### config.mk
export PLATFORM = sky130hd
export DESIGN_NAME = microseq
export DESIGN_NICKNAME = d
export VERILOG_FILES = /design/src/rtl/microseq_pkg.sv /design/src/rtl/microseq_next_addr.sv /design/src/rtl/microseq.sv
export SDC_FILE = /design/constraint.sdc
export NUM_CORES = 1
export LEC_CHECK = 0
export BUFFER_PORTS_ARGS = -buffer_cell sky130_fd_sc_hd__buf_2
export CORE_AREA = 4 4 62 64
export DETAILED_ROUTE_END_ITERATION = 10
export DIE_AREA = 0 0 66 68
export PLACE_DENSITY_LB_ADDON = 0.25
export SETUP_SLACK_MARGIN = 0.3
export SKIP_LAST_GASP = 1
export SYNTH_ARGS = -nofsm -noshare
export SYNTH_HDL_FRONTEND = slang
export SYNTH_SLANG_ARGS = --single-unit
### constraint.sdc
create_clock -name MICROSEQ_CLOCK_50 -period 4.5 [get_ports MICROSEQ_CLOCK_50]
set_input_delay 0.225 -clock MICROSEQ_CLOCK_50 [delete_from_list [all_inputs] [get_ports MICROSEQ_CLOCK_50]]
set_output_delay 0.225 -clock MICROSEQ_CLOCK_50 [all_outputs]
set_load 0.05 [all_outputs]
### src/rtl/microseq_pkg.sv
// Microsequencer shared definitions: widths, COND codes, FSM states.
package microseq_pkg;

  localparam int DEF_UADDR_W    = 11;
  localparam int DEF_DECODEOP_W = 8;
  localparam int DEF_COND_W     = 3;
  localparam int DEF_ACK_TIMEOUT = 255;
  localparam int WAIT_CNT_W     = 8;

  localparam logic [2:0] COND_SEQ    = 3'd0;
  localparam logic [2:0] COND_N      = 3'd1;
  localparam logic [2:0] COND_Z      = 3'd2;
  localparam logic [2:0] COND_V      = 3'd3;
  localparam logic [2:0] COND_C      = 3'd4;
  localparam logic [2:0] COND_IR13   = 3'd5;
  localparam logic [2:0] COND_JMP    = 3'd6;
  localparam logic [2:0] COND_DECODE = 3'd7;

  localparam int PSR_N = 3;
  localparam int PSR_Z = 2;
  localparam int PSR_V = 1;
  localparam int PSR_C = 0;

  typedef enum logic [1:0] {
    ST_RUN   = 2'd0,
    ST_WAIT  = 2'd1,
    ST_FAULT = 2'd2
  } state_t;

endpackage

### src/rtl/microseq_next_addr.sv
// Next control-store address mux, selected by the microword COND field.
// Branch tests read the registered PSR only.
module microseq_next_addr
  import microseq_pkg::*;
#(
  parameter int UADDR_W    = DEF_UADDR_W,
  parameter int DECODEOP_W = DEF_DECODEOP_W,
  parameter int COND_W     = DEF_COND_W
) (
  input  logic [COND_W-1:0]     cond,
  input  logic [UADDR_W-1:0]    uAddr,
  input  logic [UADDR_W-1:0]    jumpAddr,
  input  logic [3:0]            psr,
  input  logic                  ir13,
  input  logic [DECODEOP_W-1:0] decodeOp,
  output logic [UADDR_W-1:0]    nextAddr
);

  logic [UADDR_W-1:0] seqAddr;
  logic [UADDR_W-1:0] decAddr;

  assign seqAddr = uAddr + UADDR_W'(1);
  assign decAddr = UADDR_W'({1'b1, decodeOp, 2'b00});

  always_comb begin
    nextAddr = seqAddr;
    unique case (1'b1)
      cond == COND_W'(COND_SEQ):
        nextAddr = seqAddr;
      cond == COND_W'(COND_N):
        nextAddr = psr[PSR_N] ? jumpAddr : seqAddr;
      cond == COND_W'(COND_Z):
        nextAddr = psr[PSR_Z] ? jumpAddr : seqAddr;
      cond == COND_W'(COND_V):
        nextAddr = psr[PSR_V] ? jumpAddr : seqAddr;
      cond == COND_W'(COND_C):
        nextAddr = psr[PSR_C] ? jumpAddr : seqAddr;
      cond == COND_W'(COND_IR13):
        nextAddr = ir13 ? jumpAddr : seqAddr;
      cond == COND_W'(COND_JMP):
        nextAddr = jumpAddr;
      cond == COND_W'(COND_DECODE):
        nextAddr = decAddr;
      default:
        nextAddr = seqAddr;
    endcase
  end

endmodule

### src/rtl/microseq.sv
// Microsequencer: control-store address register, PSR latch and
// memory-handshake FSM with ACK timeout fault.
module microseq
  import microseq_pkg::*;
#(
  parameter int DATAWIDTH_UADDR    = DEF_UADDR_W,
  parameter int DATAWIDTH_DECODEROP = DEF_DECODEOP_W,
  parameter int DATAWIDTH_COND     = DEF_COND_W,
  parameter int ACK_TIMEOUT        = DEF_ACK_TIMEOUT
) (
  input  logic                           MICROSEQ_CLOCK_50,
  input  logic                           MICROSEQ_ResetInHigh_In,
  input  logic [DATAWIDTH_COND-1:0]      MICROSEQ_UCond_InBus,
  input  logic [DATAWIDTH_UADDR-1:0]     MICROSEQ_UJumpAddr_InBus,
  input  logic                           MICROSEQ_URD_In,
  input  logic                           MICROSEQ_UWR_In,
  input  logic                           MICROSEQ_SetCodes_In,
  input  logic                           MICROSEQ_ACK_In,
  input  logic [DATAWIDTH_DECODEROP-1:0] MICROSEQ_DecodeOP_InBus,
  input  logic                           MICROSEQ_IR13_In,
  input  logic                           MICROSEQ_FlagNegative_In,
  input  logic                           MICROSEQ_FlagZero_In,
  input  logic                           MICROSEQ_FlagOverflow_In,
  input  logic                           MICROSEQ_FlagCarry_In,
  output logic [DATAWIDTH_UADDR-1:0]     MICROSEQ_UAddr_OutBus,
  output logic [3:0]                     MICROSEQ_PSR_OutBus,
  output logic                           MICROSEQ_Stall_Out,
  output logic                           MICROSEQ_Fault_Out
);

  localparam logic [WAIT_CNT_W-1:0] LAST_WAIT =
    WAIT_CNT_W'(ACK_TIMEOUT - 1);

  state_t                   state;
  logic [WAIT_CNT_W-1:0]    waitCnt;
  logic [DATAWIDTH_UADDR-1:0] uAddr;
  logic [DATAWIDTH_UADDR-1:0] nextAddr;
  logic [3:0]               psr;
  logic                     fault;
  logic                     memReq;
  logic                     stall;

  assign memReq = MICROSEQ_URD_In | MICROSEQ_UWR_In;
  // An ACK in the request cycle completes the access with no stall.
  assign stall  = (state == ST_FAULT) | (memReq & ~MICROSEQ_ACK_In);

  microseq_next_addr #(
    .UADDR_W    (DATAWIDTH_UADDR),
    .DECODEOP_W (DATAWIDTH_DECODEROP),
    .COND_W     (DATAWIDTH_COND)
  ) uNextAddr (
    .cond     (MICROSEQ_UCond_InBus),
    .uAddr    (uAddr),
    .jumpAddr (MICROSEQ_UJumpAddr_InBus),
    .psr      (psr),
    .ir13     (MICROSEQ_IR13_In),
    .decodeOp (MICROSEQ_DecodeOP_InBus),
    .nextAddr (nextAddr)
  );

  always_ff @(posedge MICROSEQ_CLOCK_50 or posedge MICROSEQ_ResetInHigh_In) begin
    if (MICROSEQ_ResetInHigh_In) begin
      state   <= ST_RUN;
      waitCnt <= '0;
      uAddr   <= '0;
      psr     <= 4'b0000;
      fault   <= 1'b0;
    end else begin
      if (!stall) begin
        uAddr <= nextAddr;
        if (MICROSEQ_SetCodes_In) begin
          psr <= {MICROSEQ_FlagNegative_In, MICROSEQ_FlagZero_In,
                  MICROSEQ_FlagOverflow_In, MICROSEQ_FlagCarry_In};
        end
      end
      unique case (state)
        ST_RUN: begin
          if (memReq && !MICROSEQ_ACK_In) begin
            state   <= ST_WAIT;
            waitCnt <= '0;
          end
        end
        ST_WAIT: begin
          if (!memReq || MICROSEQ_ACK_In) begin
            state <= ST_RUN;
          end else if (waitCnt == LAST_WAIT) begin
            state <= ST_FAULT;
            fault <= 1'b1;
          end else begin
            waitCnt <= waitCnt + 1'b1;
          end
        end
        ST_FAULT: begin
          state <= ST_FAULT;
        end
        default: begin
          state <= ST_RUN;
        end
      endcase
    end
  end

  assign MICROSEQ_UAddr_OutBus = uAddr;
  assign MICROSEQ_PSR_OutBus   = psr;
  assign MICROSEQ_Stall_Out    = stall;
  assign MICROSEQ_Fault_Out    = fault;

endmodule

# Word-level counts from Yosys, hierarchy flattened
# Cells that the tools add are included.
# word_totals
mem_count	0
mem_bits_rw	0
romBits	0
inputBits	33
word_cells	51
register_bits	26
latch_bits	0
out_inout_bits	17
# classes
muxes	14
mul	0
n_shift	0
div	0
bitwise	6
order_cmp	0
reduce_logical	10
n_addsub	2
n_eq_ne	14
# ops
operator	n
case mux 11 bit (7 select lines)	1
2-to-1 mux 11 bit	5
2-to-1 mux 8 bit	3
case mux 8 bit (2 select lines)	1
equality test 3 bit (second input constant)	4
adder 11 x 1 -> 11 bit (second input constant)	1
adder 8 x 1 -> 8 bit (second input constant)	1
equality test 8 bit (second input constant)	1
equality test 3 x 2 -> 1 bit (second input constant)	2
2-to-1 mux 2 bit	3
!= test 2 bit (second input constant)	3
case mux 2 bit (3 select lines)	1
AND reduction 2 bit	2
AND reduction 4 bit	1
equality test 3 x 1 -> 1 bit (second input constant)	1
!= test 3 bit (second input constant)	1
inverter 1 bit	3
AND reduction 3 bit	1
equality test 2 x 1 -> 1 bit (second input constant)	1
equality test 2 bit (second input constant)	1
logical NOT 1 bit	2
logical NOT 2 bit	1
OR 1 bit	2
nonzero test 2 bit	1
3 further kinds	3

# Logic depth before layout (Yosys ltp)
# depth
depth_word	5
mapped_depth	8

# Modules after synthesis
# From an unflattened synthesis, not the netlist that was laid out.
# unflattened
cells_unflattened	190
hier_area_um2	1841.8
# modules_own_cells
module	seq_area_each_um2	area_per_inst_um2	n_inst	cells_each
microseq	650.6	1201.2	1	96
microseq_next_addr	0.0	640.6	1	94

# Worst setup path before layout
# OpenSTA, ideal clock, no wires.
# synth_path
path_type	flip-flop to flip-flop
start	register uAddr[2], in the netlist MICROSEQ_UAddr_OutBus[2]
end	register uAddr[9], in the netlist MICROSEQ_UAddr_OutBus[9]
path_stages_with_launch	6
t_required_ns	4.436
setup_time_ns	0.064
period_less_slack_ns	2.185
path_slack_ns	2.315
t_arrival_ns	2.121
n_path_buf	1
path_cell_list	dfrtp_1 > clkdlybuf4s50_2 > nand3_1 > or4_1 > o22ai_1 > a211o_1
# synth_via
elab_chain_cells	3
word_cells_on_any_way	7
classes_between	add/sub: 1; mux: 6
# synth_rtl
element	line_no	text
start, declared	microseq.sv:36	logic [DATAWIDTH_UADDR-1:0] uAddr;
start signal, assigned	microseq.sv:70	uAddr <= nextAddr;
adder 11 x 1 -> 11 bit *	microseq_next_addr.sv:22	assign seqAddr = uAddr + UADDR_W'(1);
2-to-1 mux 11 bit (on tied branches)	-	
case mux 11 bit (7 select lines) *	microseq_next_addr.sv:27	unique case (1'b1)
# Mark *: on every way between the ends. The rest lies on a longest branch, timed or not.
# A chain may end at the register's enable or synchronous reset.

# Worst setup path after layout
# layout_path
start	register state[0]
end	register uAddr[9], in the netlist MICROSEQ_UAddr_OutBus[9]
# layout_via
elab_chain_cells	2
# layout_rtl
element	line_no	text
start, declared	microseq.sv:34	state_t state;
start signal, assigned	microseq.sv:63	state <= ST_RUN;
start signal, assigned	microseq.sv:79	state <= ST_WAIT;
start signal, assigned	microseq.sv:85	state <= ST_RUN;
equality test 2 bit	microseq.sv:45	assign stall = (state == ST_FAULT) | (memReq & ~MICROSEQ_ACK_In);
OR 1 bit	microseq.sv:45	
# No other way between the ends.

==> results.yml <==
yosys:
  yosys.area_share.adder: 0.0214
  synth_top_family_by_area: "simple AND/OR/NAND/NOR gates"
  synth.distinct_cells: 55
  yosysSeqAreaShare: 0.371
  synthMuxAreaShare: 0.0314
  ys_warn_count: 0
  synth-compound-area-share: 0.254
  async_flop_share: 1.00
  synth-simple-area-share: 0.255
  synthFlopType: "dfrtp_1"
  syn-mean-instance-area_um2: 9.37
  syn_inst: 187
  ys_ff_latch: 26
  syn-cell-area_mm2: 0.00175
  synth_xor_area_frac: 0.00500
  syn_nets: 223
  synth-edff-count: 0
drt:
  drtAntennaViolNets: 0
  first_pass_iters: 4
  via_per_inst: 5.86
  vias: 1611
  wl_per_cell_um: 14.7
  drtIter0Drc: 124
  drc: 0
  wirelength_um: 4050
clocking:
  cts_buffers: 3
  cts_tree: "done"
  insertion_delay_ps: 330
  htreeDepth: 1
  path_clk_slew_ps: 150
  clock_sinks: 26
  cts_resized: 0
  clockBufferDepth: 2
  cts_hold_buffers: 0
  cts_root_buffer: "clkbuf_4"
  postCtsSetupBuffers: 0
timing:
  finalSetupViolations: 0
  fin_worst_skew_ps: 2.18
  fmax_ghz: 0.412
  final_max_slew_viol_count: 0
  setup_ws_ps: 2070
  worst_slew_pin_slew_ps: 980
  fin_crit_sh: 0.540
  period_needed_ps: 2430
  final.setup.tns_ps: 0
  hold_viol_final: 0
  rsz0062_at_grt: "no"
  slew-limit-headroom: 0.346
layout:
  num-nets-final: 266
  syn2layout_area_growth_pct: 15.8
  multi_input_area_um2: 992
  n_antenna_cell: 0
  seqCellArea_um2: 651
  nFillCells: 283
  final_cell_area_mm2: 0.00203
  drive_gt1_frac: 0.293
  fin_util: 0.618
placement:
  dpl_worst_slack_ps: 2090
  gp_congestion: 0.846
  placed_area_mm2: 0.00198
  io_buffers: 49
  dp_hpwl_um: 2970
setup_path:
  cp.required_ps: 4780
  startpoint_type: "flip-flop"
  worst-path-buf-inv: 1
  slowest_stage: "or4_1"
  endpoint_kind: "flip-flop"
  crit_fanout: 16
  worstSetupPathType: "flip-flop to flip-flop"
  crit_family: "simple AND/OR/NAND/NOR gates"
  reg2reg_from: "state[0]"
  cp-startpoint: "state[0]"
  ff2ff_setup_slack_ps: 2070
  arrival_ps: 2710
  max_stage_delay_ps: 570
  worstPathCellList: "nand2b_1, and2_1, inv_1, or4_1, o22ai_1, a211o_1"
power_and_ir_drop:
  irDropWorstVdd_v: 0.000169
  leakage_nw: 0.962
  total_power_w: 0.000446
  p_per_area_mw_per_mm2: 220
floorplanning:
  core_mm2: 0.00328
  die_w_um: 66
  num_io_pins: 50
  start_util: 0.533
  num_rows: 21
  die_y_um: 68
  dieArea_mm2: 0.00449
min_path:
  hp-class: "primary input to async pin"
global_routing:
  first_global_vias: 1409
  grt_pass1_wl_um: 6270
  grt_max_degree: 27
  grt_use_total: 0.181
  grt_overflow: 0
  antenna_found_initial: 0
job:
  drv_cap: 0
status:
  status: "completed"
worst paths after layout:
path / to / cells after the start
worst min-delay path: MICROSEQ_PSR_OutBus[3] / 2
min in group MICROSEQ_CLOCK_50: MICROSEQ_UAddr_OutBus[9] / 2
worst max-delay path: MICROSEQ_UAddr_OutBus[9] / 6
worst min register to register: MICROSEQ_Fault_Out / 1
worst max register to register: MICROSEQ_UAddr_OutBus[9] / 6
max in group asynchronous: MICROSEQ_UAddr_OutBus[5] / 2
sequential cells by signal (all words and copies together), names as in the netlist:
register               count
MICROSEQ_UAddr_OutBus     11
MICROSEQ_Fault_Out         1
waitCnt                    8
state                      2
MICROSEQ_PSR_OutBus        4
kinds of logic after synthesis:
logic type	after synthesis
compound gates	60
xor+xnor	1
fa+ha+maj	3
buf+inv	19
flops	26
mux	5
simple gates	73
through the flow:
step / cells / hold WS, ps
finish: 275 / 93.5
global route: 275 / 109
CTS: 275 / 105
detailed placement: 271 / 449
global placement: 271 / 445
floorplan: 187 / 265
layout make-up:
type	instances	share of cell area
Sequential cell	26	0.321
Tap cell	46	0.0284
Multi-Input combinational cell	142	0.489
Clock buffer	3	0.0111
Timing Repair Buffer	49	0.121
Inverter	8	0.0148
Clock inverter	1	0.0148
power by group:
| part | leakage (nW) | switching [W] | internal, W |
|---|---|---|---|
| Clock | 0.0279 | 0.0000748 | 0.0000901 |
| Combinational | 0.587 | 0.0000271 | 0.0000207 |
| Sequential | 0.348 | 0.0000000000000000000428 | 0.000234 |
Yosys cell counts, drive strengths merged (3+ instances only):
| cell | number | share of area |
|---|---|---|
| a21o | 6 | 0.026 |
| a21oi | 9 | 0.026 |
| a221o | 5 | 0.029 |
| a32oi | 3 | 0.015 |
| and2 | 4 | 0.016 |
| and3 | 6 | 0.024 |
| buf | 7 | 0.032 |
| clkbuf | 3 | 0.0064 |
| dfrtp | 26 | 0.37 |
| ha | 3 | 0.021 |
| inv | 8 | 0.017 |
| mux2 | 4 | 0.026 |
| nand2 | 18 | 0.039 |
| nand3 | 7 | 0.020 |
| nand3b | 4 | 0.017 |
| nand4 | 6 | 0.021 |
| nor2 | 5 | 0.011 |
| nor3 | 5 | 0.021 |
| nor4b | 4 | 0.020 |
| o211ai | 3 | 0.013 |
| o21ai | 12 | 0.034 |
| o31ai | 5 | 0.027 |
| or4bb | 3 | 0.019 |
routing by layer:
| layer | track usage | share of wire | vias to the layer above |
|---|---|---|---|
| met5 | 0 | 0 | - |
| met4 | 0.0381 | 0.0072 | 0 |
| met3 | 0.0394 | 0.070 | 4 |
| met2 | 0.335 | 0.49 | 49 |
| met1 | 0.216 | 0.43 | 761 |
| li1 | - | - | 797 |
placed cells by master (no fill, tap or decap), types with 5 or more instances in the layout:
cell type,n
and3_1,5
a21o_1,5
dfrtp_1,26
inv_1,8
a21oi_1,9
nor2_1,5
buf_2,49
nand4_1,6
nand3_1,7
nand2_1,18
o21ai_0,12
a221o_1,5
worst register-to-register path, stage by stage, from the launching register on:
cell,delay (ps)
dfrtp_1,550
nand2b_1,190
and2_1,450
inv_1,360
or4_1,570
o22ai_1,150
a211o_1,110
(Power assumes the default switching activity.)
